## src/rtl/irrig_pkg.sv

```systemverilog
// Shared definitions for the irrigation zone controller: controller states
// and the tank-level encoding seen on the lvl input.
package irrig_pkg;

    typedef enum logic [1:0] {
        ST_IDLE   = 2'd0,
        ST_RUN    = 2'd1,
        ST_LOWLVL = 2'd2,
        ST_FAULT  = 2'd3
    } state_t;

    localparam logic [1:0] LVL_EMPTY = 2'b00;
    localparam logic [1:0] LVL_LOW   = 2'b01;
    localparam logic [1:0] LVL_MID   = 2'b10;
    localparam logic [1:0] LVL_FULL  = 2'b11;

endpackage

```

## src/rtl/irrig_zone_ctrl_if.sv

```systemverilog
// Request/valve bundle between a zone requester (master) and the controller
// (slave). ovr_off only exists when IRRIG_OVERRIDE_EN is defined.
interface irrig_zone_ctrl_if #(
    parameter int NZ = 4,
    parameter int TW = 8
);
    logic [NZ-1:0] req;
    logic [TW-1:0] dur;
    logic [1:0]    lvl;
    logic [NZ-1:0] valve;
    logic [NZ-1:0] done;
    logic          err;
    logic          busy;
`ifdef IRRIG_OVERRIDE_EN
    logic          ovr_off;

    modport master (output req, dur, lvl, ovr_off, input valve, done, err, busy);
    modport slave  (input req, dur, lvl, ovr_off, output valve, done, err, busy);
`else
    modport master (output req, dur, lvl, input valve, done, err, busy);
    modport slave  (input req, dur, lvl, output valve, done, err, busy);
`endif
endinterface

```

## src/rtl/irrig_zone_timer.sv

```systemverilog
// One zone's watering timer: load on grant, count down while open, and flag
// a natural expiry. A clear closes the zone without flagging expiry.
module irrig_zone_timer #(
    parameter int TW = 8
) (
    input  logic          clk,
    input  logic          reset,
    input  logic          load,
    input  logic          clr,
    input  logic [TW-1:0] dur,
    output logic          open,
    output logic          expire,
    output logic          open_d
);
    logic [TW-1:0] cnt;
    logic [TW-1:0] cnt_d;
    logic          exp_d;

    // Next counter value; a zero duration still waters for one cycle.
    always_comb begin
        cnt_d  = cnt;
        open_d = open;
        exp_d  = 1'b0;
        if (clr) begin
            cnt_d  = '0;
            open_d = 1'b0;
        end else if (load) begin
            cnt_d  = (dur == '0) ? TW'(1) : dur;
            open_d = 1'b1;
        end else if (cnt != '0) begin
            cnt_d = cnt - TW'(1);
            if (cnt == TW'(1)) begin
                open_d = 1'b0;
                exp_d  = 1'b1;
            end
        end
    end

    // Counter, valve and expiry-pulse registers.
    always_ff @(posedge clk or posedge reset) begin
        if (reset) begin
            cnt    <= '0;
            open   <= 1'b0;
            expire <= 1'b0;
        end else begin
            cnt    <= cnt_d;
            open   <= open_d;
            expire <= exp_d;
        end
    end
endmodule

```

## src/rtl/irrig_zone_ctrl.sv

```systemverilog
// Irrigation zone controller: round-robin valve grants limited by tank level,
// one timer per zone, fault shutdown on an empty tank.
// Optional feature: define IRRIG_OVERRIDE_EN to add bus.ovr_off, a manual
// shut-off that closes all valves while keeping pending requests.
module irrig_zone_ctrl
    import irrig_pkg::*;
#(
    parameter int NZ     = 4,
    parameter int TW     = 8,
    parameter int MAX_ON = 2
) (
    input  logic             clk,
    input  logic             reset,
    irrig_zone_ctrl_if.slave bus
);
    localparam int PW = (NZ > 1) ? $clog2(NZ) : 1;

    state_t        state, nstate;
    logic [NZ-1:0] pending, pending_d;
    logic [NZ-1:0] gnt, open, open_d, done_w;
    logic [PW-1:0] rr_ptr, rr_d, idx;
    logic          clr, busy_now;
    int            limit, open_cnt;

    // Next state from tank level and current activity; empty tank wins.
    always_comb begin
        busy_now = (|open) | (|pending);
        nstate   = state;
        if (bus.lvl == LVL_EMPTY) begin
            nstate = ST_FAULT;
        end else begin
            case (state)
                ST_IDLE:   if (bus.lvl == LVL_LOW) nstate = ST_LOWLVL;
                           else if (|pending)      nstate = ST_RUN;
                ST_RUN:    if (bus.lvl == LVL_LOW) nstate = ST_LOWLVL;
                           else if (!busy_now)     nstate = ST_IDLE;
                ST_LOWLVL,
                ST_FAULT:  if (bus.lvl >= LVL_MID) nstate = busy_now ? ST_RUN : ST_IDLE;
                default:   nstate = ST_FAULT;
            endcase
        end
    end

    // Grant limit and timer clear follow the state being entered, so a level
    // change takes effect on the same edge.
    always_comb begin
        case (nstate)
            ST_IDLE, ST_RUN: limit = MAX_ON;
            ST_LOWLVL:       limit = 1;
            default:         limit = 0;
        endcase
        clr = (nstate == ST_FAULT);
`ifdef IRRIG_OVERRIDE_EN
        if (bus.ovr_off) begin
            limit = 0;
            clr   = 1'b1;
        end
`endif
    end

    // Single round-robin grant to a pending, currently closed zone.
    always_comb begin
        gnt      = '0;
        rr_d     = rr_ptr;
        idx      = '0;
        open_cnt = $countones(open);
        if (open_cnt < limit) begin
            for (int k = 0; k < NZ; k++) begin
                idx = PW'((int'(rr_ptr) + k) % NZ);
                if (gnt == '0 && pending[idx] && !open[idx]) begin
                    gnt[idx] = 1'b1;
                    rr_d     = PW'((int'(idx) + 1) % NZ);
                end
            end
        end
        pending_d = (pending & ~gnt) | bus.req;
    end

    // Controller state, pointer, pending requests and status outputs.
    always_ff @(posedge clk or posedge reset) begin
        if (reset) begin
            state    <= ST_IDLE;
            rr_ptr   <= '0;
            pending  <= '0;
            bus.err  <= 1'b0;
            bus.busy <= 1'b0;
        end else begin
            state    <= nstate;
            rr_ptr   <= rr_d;
            pending  <= pending_d;
            bus.err  <= (nstate == ST_FAULT);
            bus.busy <= (|open_d) | (|pending_d);
        end
    end

    for (genvar i = 0; i < NZ; i++) begin : g_zone
        irrig_zone_timer #(.TW(TW)) u_tmr (
            .clk    (clk),
            .reset  (reset),
            .load   (gnt[i]),
            .clr    (clr),
            .dur    (bus.dur),
            .open   (open[i]),
            .expire (done_w[i]),
            .open_d (open_d[i])
        );
    end

    assign bus.valve = open;
    assign bus.done  = done_w;
endmodule
```

## src/flat_wrapper.sv

```systemverilog
// flat-port wrapper written by rule: the top's interface ports become plain ports
module irrig_zone_ctrl_flat import irrig_pkg::*;
#(
    parameter int NZ     = 4,
    parameter int TW     = 8,
    parameter int MAX_ON = 2
)
  (clk, reset, bus_req, bus_dur, bus_lvl, bus_valve, bus_done, bus_err, bus_busy);
  irrig_zone_ctrl_if #(.NZ(NZ), .TW(TW)) bus_i ();
  input  logic clk;
  input  logic reset;
  input wire logic [$bits(bus_i.req)-1:0] bus_req;
  input wire logic [$bits(bus_i.dur)-1:0] bus_dur;
  input wire logic [$bits(bus_i.lvl)-1:0] bus_lvl;
  output wire logic [$bits(bus_i.valve)-1:0] bus_valve;
  output wire logic [$bits(bus_i.done)-1:0] bus_done;
  output wire logic [$bits(bus_i.err)-1:0] bus_err;
  output wire logic [$bits(bus_i.busy)-1:0] bus_busy;
  assign bus_i.req = bus_req;
  assign bus_i.dur = bus_dur;
  assign bus_i.lvl = bus_lvl;
  assign bus_valve = bus_i.valve;
  assign bus_done = bus_i.done;
  assign bus_err = bus_i.err;
  assign bus_busy = bus_i.busy;
  irrig_zone_ctrl #(.NZ(NZ), .TW(TW), .MAX_ON(MAX_ON)) u_core (.clk(clk), .reset(reset), .bus(bus_i));
endmodule
```

## config.mk

```make
export PLATFORM = sky130hd
export DESIGN_NAME = irrig_zone_ctrl_flat
export DESIGN_NICKNAME = d
export VERILOG_FILES = /design/src/rtl/irrig_pkg.sv /design/src/rtl/irrig_zone_ctrl_if.sv /design/src/rtl/irrig_zone_timer.sv /design/src/rtl/irrig_zone_ctrl.sv /design/src/flat_wrapper.sv
export SDC_FILE = /design/constraint.sdc
export NUM_CORES = 1
export LEC_CHECK = 0
export CORE_MARGIN = 2
export CORE_UTILIZATION = 35
export DETAILED_ROUTE_END_ITERATION = 10
export HOLD_SLACK_MARGIN = 0.02
export SLEW_MARGIN = 0
export SYNTH_ARGS = -nofsm -noshare
export SYNTH_HDL_FRONTEND = slang
export SYNTH_SLANG_ARGS = --single-unit
```

## constraint.sdc

```tcl
create_clock -name clk -period 4.3 [get_ports clk]
set_clock_uncertainty 0.1 [all_clocks]
set_input_delay 0.86 -clock clk [delete_from_list [all_inputs] [get_ports clk]]
set_output_delay 0.86 -clock clk [all_outputs]
set_load 0.02 [all_outputs]
```

# Word level (Yosys, flattened, before mapping)
# Cells that the tools add are included.
[classes]
n_lt_le_gt_ge = 10
n_eq_ne = 11
n_reduce_logical = 38
muxes = 90
bitwise = 8
n_addsub = 13
[ops]
columns = ["operator", "n"]
rows = [
  ["two-way mux 8 bit", 13],
  ["two-way mux 1 bit", 45],
  ["adder 32 bit", 1],
  ["equality test 8 x 1 -> 1 bit, second input constant", 4],
  ["less-than comparator 32 x 3 -> 1 bit", 1],
  ["two-way mux 4 bit", 8],
  ["nonzero test 8 bit", 4],
  ["subtractor 8 x 1 -> 8 bit, second input constant", 4],
  ["two-way mux 2 bit", 10],
  ["binary-select mux 1 bit (select 2 bit)", 8],
  ["bitwise OR 4 bit", 4],
  ["OR reduction 4 bit", 4],
  ["logical NOT 4 bit", 3],
  ["less-than comparator 2 x 3 -> 1 bit, second input constant", 4],
  ["nonzero test 3 bit", 4],
  ["logical AND 1 bit", 11],
  ["adder 2 x 1 -> 2 bit, second input constant", 4],
  ["demux 1 bit (select 2 bit)", 4],
  ["equality test 2 bit, second input constant", 4],
  ["greater-or-equal comparator 2 x 1 -> 1 bit, second input constant", 4],
  ["logical NOT 8 bit", 1],
  ["equality test 2 x 1 -> 1 bit, second input constant", 3],
  ["logical NOT 2 bit", 3],
  ["case mux 2 bit (3 select lines)", 1],
  ["other kinds (11)", 18],
]
[word_totals]
elab_cells = 187
reg_bits = 50

# Longest topological paths before layout
[logic_depth]
depth_word = 31
depth_mapped = 14
mapped_depth_nobuf = 13

# Cells and area by module
# From an unflattened synthesis, not the netlist that was laid out.
[unflattened]
cells_unflattened = 394
hier_area_um2 = 3601.0
[modules_own_cells]
columns = ["mod", "area_per_inst_um2", "instances", "seq_area_each_um2", "cells_per_inst"]
rows = [
  ["irrig_zone_timer at u_core.g_zone[0].u_tmr ...", 598.1, 3, 250.2, 65],
  ["irrig_zone_ctrl", 1213.7, 1, 250.2, 135],
  ["irrig_zone_timer at u_core.g_zone[3].u_tmr", 593.1, 1, 250.2, 64],
]

# Worst setup path after synthesis
# OpenSTA, ideal clock, no wires.
[synth_path]
path_kind = "reg-to-reg"
start = "register u_core.rr_ptr[0]"
end = "register u_core.bus.busy"
path_slack_ns = 0.511
arrival_ns = 3.551
period_less_slack_ns = 3.789
n_path_buf = 1
path_stages_with_launch = 12
setup_ns = 0.138
path_cell_list = "dfrtp_1 -> inv_1 -> ha_1 -> and4b_1 -> or4_1 -> buf_4 -> o211ai_2 -> nand3_4 -> or4_4 -> a31oi_4 -> o2111ai_1 -> or4_1"
[synth_between]
elab_chain_cells = 26
elab_cells_between_ends = 78
cone_classes = "add/sub: 3; order compare: 8; mux: 40; bitwise: 7; reduce/logical: 20"
[synth_lines]
columns = ["element", "line_no", "rtl"]
rows = [
  ["start: declaration", "irrig_zone_ctrl.sv:21", "logic [PW-1:0] rr_ptr, rr_d, idx;"],
  ["start signal: assignment", "irrig_zone_ctrl.sv:89", "rr_ptr <= rr_d;"],
  ["less-than comparator 2 x 3 -> 1 bit (implied by the code), or another cell as far along", "irrig_zone_ctrl.sv:71", "gnt[idx] = 1'b1;"],
  ["logical AND 1 bit (implied by the code) / two-way mux 1 bit (equally long branches)", "irrig_zone_ctrl.sv:71, irrig_zone_ctrl.sv:70", ""],
  ["two-way mux 1 bit (implied by the code) / logical NOT 1 bit (equally long branches)", "irrig_zone_ctrl.sv:71, irrig_zone_ctrl.sv:70", ""],
  ["demux 1 bit (select 2 bit) / logical AND 1 bit (equally long branches)", "-", ""],
  ["two-way mux 4 bit", "irrig_zone_ctrl.sv:70", "if (gnt == '0 && pending[idx] && !open[idx]) begin"],
  ["two-way mux 4 bit", "irrig_zone_ctrl.sv:67", "if (open_cnt < limit) begin"],
  ["logical NOT 4 bit", "irrig_zone_ctrl.sv:70", ""],
  ["logical AND 1 bit (2 in a row)", "irrig_zone_ctrl.sv:70", ""],
  ["[... 8 more ...]", "-", ""],
  ["logical AND 1 bit (2 in a row)", "irrig_zone_ctrl.sv:70", ""],
  ["two-way mux 4 bit *", "irrig_zone_ctrl.sv:70", ""],
  ["two-way mux 4 bit *", "irrig_zone_ctrl.sv:67", ""],
  ["inverter 4 bit", "irrig_zone_ctrl.sv:76", "pending_d = (pending & ~gnt) | bus.req;"],
  ["AND 4 bit", "irrig_zone_ctrl.sv:76", ""],
  ["bitwise OR 4 bit", "irrig_zone_ctrl.sv:76", ""],
  ["OR reduction 4 bit", "irrig_zone_ctrl.sv:92", "bus.busy <= (|open_d) | (|pending_d);"],
  ["bitwise OR 1 bit *", "irrig_zone_ctrl.sv:92", ""],
  ["end signal: assignment", "irrig_zone_ctrl.sv:92", ""],
  ["end: declaration", "irrig_zone_ctrl_if.sv:21", "modport slave (input req, dur, lvl, output valve, done, err, busy);"],
]
# Every way passes the cells marked *; elsewhere a longest branch is shown, timed or not. The select of a mux whose other input is x is not followed.
# A chain may end at the register's enable or synchronous reset.

# Worst setup path in the final report
[layout_path]
start = "register u_core.rr_ptr[1]"
end = "register u_core.bus.busy"
# Same word-level chain as after synthesis.

==> results by group <==
Outcome
  – Outcome: completed

Layout
  – Reg area: 1250 sq um
  – Most frequent cells in the layout: dfrtp_1, nor2_1, nand2_1, inv_1, clkdlybuf4s50_1
  – Most common cell after layout, fill and taps aside: dfrtp_1
  – Area taken by multi-input logic gates: 2170 sq um
  – Fillers: approximately 1,000
  – Post-Layout Cell Count: about 570
  – Layout cell share with drive strength beyond 1: between 8 and 9%
  – Final core occ: 40.3%
  – Antenna cells: 0
  – Nets: 470
  – Layout area overhead: 12.5%
  – Final Cell Area: around 4100 sq um

Placed design
  – Port bufs: 25
  – DP HPWL: between 6 and 7 mm
  – Placed Area: roughly 4000 sq um
  – Placer Congestion: between 0.9 and 1
  – Placed instance count: roughly 560

Detailed routing
  – Wirelength per Cell: 16.1 um
  – Post-route ant nets: 0
  – Via density: ~5.4
  – Routed wire length: around 9.1 mm
  – DRC viols: 0
  – Initial DRC count: ~160
  – DR pass1 iterations: 4
  – Routed vias: roughly 3,100

Critical path
  – CP startpoint kind: register
  – Reg-to-reg startpoint: u_core.rr_ptr[1]$_DFFE_PP0P_
  – Crit path depth: 10
  – Crit path required time: 4.38 ns
  – Worst reg-to-reg path cell count: 10
  – Crit path to: u_core.bus.busy$_DFF_PP0_
  – Reg-to-reg critical path endpoint: u_core.bus.busy$_DFF_PP0_
  – Nature of the critical path endpoint: register
  – Crit Path Max Fanout: 7
  – CP Buf/Inv Count: 1
  – CP startpoint: u_core.rr_ptr[1]$_DFFE_PP0P_
  – Cell Chain, Critical Path: inv_1, ha_1, and4b_1, o41ai_1, o21bai_1, nand3_1, or4_1, a41oi_1, o2111ai_1, or4_1
  – WP data arrival: 4.10 ns
  – Setup Crit Path Kind: register to register
  – Cell family with most CP delay: simple AND/OR/NAND/NOR gates
  – Cell mode on critical path: or4_1
  – CP max-delay cell: or4_1
  – R2r setup slk: approximately 0.27 ns
  – CP max stage delay: around 0.60 ns

Timing
  – Final setup viols: 0
  – RSZ-0062 raised after global routing: no
  – Final hold vios: 0
  – Tmin final: about 4.0 ns
  – Slew Viols, Final: 0
  – Total negative setup slack: 0 ns
  – Worst relative slew slack: between 30% and 40%
  – Crit share post-route: a little over nine tenths
  – Fmax achieved: about 250 MHz
  – Worst-Margin Slew: ~0.9 ns

Floorplanning
  – DIE AREA: around 11,000 sq um
  – Initial Utilization: approximately 36%
  – Die Y: about 110 um
  – Core Area: ~10,000 sq um
  – Ports: 26
  – Die W: 106 um
  – Row count: 37

Clock tree
  – # hold bufs at CTS: 0
  – H-Tree Depth: 2
  – Clock transition at the registers of the reported paths: approximately 0.09 ns
  – Clk_lat worst skew: around 0.30 ns
  – CTS Buffer Depth: 2
  – CTS Buf Count: 5
  – Clock Sinks: 50
  – CTS Root Buffer Type: clkbuf_8
  – CTS tree: done

Pwr
  – Sw Ratio: around 49%
  – Total power: 3.65 mW
  – Maximum VDD drop: around 0.33 mV
  – Sequential share of power: between 20 and 25%
  – Comb power frac: a little over two thirds
  – Clk network pwr share: ~7.7%
  – Leak Pwr: roughly 1.8 nW
  – PD cells: roughly 880 nW/um^2
  – Psw: roughly 1.8 mW
  – Internal power: between 1.5 and 2 mW

Logic synthesis
  – Syn_area_per_cell: a little under 9 sq um
  – Synth Instances: between 400 and 500
  – Synth Cell Area: around 3700 sq um
  – Ys Warns: 0
  – Predominant post-synthesis flop cell: dfrtp_1
  – Register area share after synthesis: 34.1%
  – Async set-or-reset flop fraction in the synthesized netlist: between 90% and 100%
  – Synth cell types: 60
  – Synth Register Bits: 50
  – EDFF count, synth: 0
  – Syn Nets: about 450

GRT
  – Grt total ovfl: 0
  – GRT Overall Usage: between 10% and 20%
  – First-pass GRT wire length: about 15 mm
  – Vias in the first global route: around 3,100
  – Antenna violations before repair: 0
  – Largest net degree at the start of global routing: 43

Worst hold path
  – Hold Path Class: register to register

Run
  – Max_cap viols: 0
power by group through the flow:
stage          registers, mW  clock network, mW  logic, mW
2_1_floorplan          0.792                  0       2.01
3_3_place_gp           0.819                  0       2.49
3_5_place_dp           0.824                  0       2.51
4_1_cts                0.815              0.296       2.53
5_1_grt                0.845              0.318       2.84
6_report               0.819              0.282       2.55
synthesized netlist by cell type, drive strengths merged, types with 6 or more instances:
master   n  share of area (%)
and3     6                1.0
nand3   10                1.7
nor4    11                1.9
nand2   36                3.7
a21oi   21                2.9
a211oi   7                1.4
dfrtp   50                 34
clkbuf   8               0.82
xnor2   14                3.3
nor3    18                2.5
or4      6                1.3
buf     17                3.0
nor2    44                4.5
or3      7                1.2
ha      21                7.2
mux2i   18                4.9
o21ai   12                1.6
inv     32                3.3
metal layers:
| layer | track usage (%) | share of wire [%] |
|---|---|---|
| met5 | 0 | 0 |
| met4 | 6.20 | 1.8 |
| met3 | 2.70 | 3.3 |
| met2 | 29.2 | 49 |
| met1 | 21.6 | 46 |
kinds of logic (layout without fill, tap and decap cells):
group	Yosys count	in the layout	synth area share, %
AND/OR/NAND/NOR	164	164	23.0
flip-flops	50	50	34.1
multiplexers	25	25	8.30
adder cells (fa/ha/maj)	22	22	7.72
buffers and inverters	57	74	7.07
XOR/XNOR	16	16	3.82
AO/OA/AOI/OAI	82	82	15.9
sequential cells by signal (all words and copies together) (netlist names):
register,count
u_core.g_zone.u_tmr.cnt,32
u_core.g_zone.u_tmr.expire,4
u_core.g_zone.u_tmr.open,4
u_core.pending,4
u_core.rr_ptr,2
u_core.state,2
u_core.bus.busy,1
u_core.bus.err,1
stage by stage:
step / setup slack [ns] / hold slack (ns)
after floorplan: 0.511 / 0.410
after global placement: 0.376 / 0.468
after detailed placement: 0.189 / 0.471
after CTS: 0.165 / 0.497
after global routing: 0.0432 / 0.533
final: 0.271 / 0.499
area by class of cell:
type	instances	area share, %
multi-input cells	309	52.7
clock buffers	7	2.09
repair buffers	34	7.71
inverters	32	2.91
flip-flops and latches	50	30.3
clock inverters	1	0.121
well taps	136	4.13
worst min path at each step:
stage | start | cells after the start | to | slack, ns
final | u_core.state[1]$_DFF_PP0_ | 2 | u_core.state[0]$_DFF_PP0_ | 0.50
after global routing | u_core.g_zone[2].u_tmr.cnt[7]$_DFFE_PP0P_ | 2 | u_core.g_zone[2].u_tmr.cnt[6]$_DFFE_PP0P_ | 0.53
after CTS | u_core.state[0]$_DFF_PP0_ | 2 | u_core.state[0]$_DFF_PP0_ | 0.50
after detailed placement | u_core.state[1]$_DFF_PP0_ | 2 | u_core.state[0]$_DFF_PP0_ | 0.47
after global placement | u_core.state[0]$_DFF_PP0_ | 2 | u_core.state[0]$_DFF_PP0_ | 0.47
after floorplan | u_core.state[1]$_DFF_PP0_ | 2 | u_core.state[0]$_DFF_PP0_ | 0.41
worst reg2reg max path, stage by stage, from the launching register on:
cell	delay [ns]
dfrtp_1	0.46
inv_1	0.18
ha_1	0.42
and4b_1	0.28
o41ai_1	0.49
o21bai_1	0.23
nand3_1	0.17
or4_1	0.60
a41oi_1	0.32
o2111ai_1	0.14
or4_1	0.52
timing repair:
| action | CTS | global route |
|---|---|---|
| gates resized for setup | 0 | 3 |
| buffers inserted | 0 | 0 |
| setup endpoints to repair | 0 | 1 |
No activity file was read; power rests on OpenSTA's default activity.
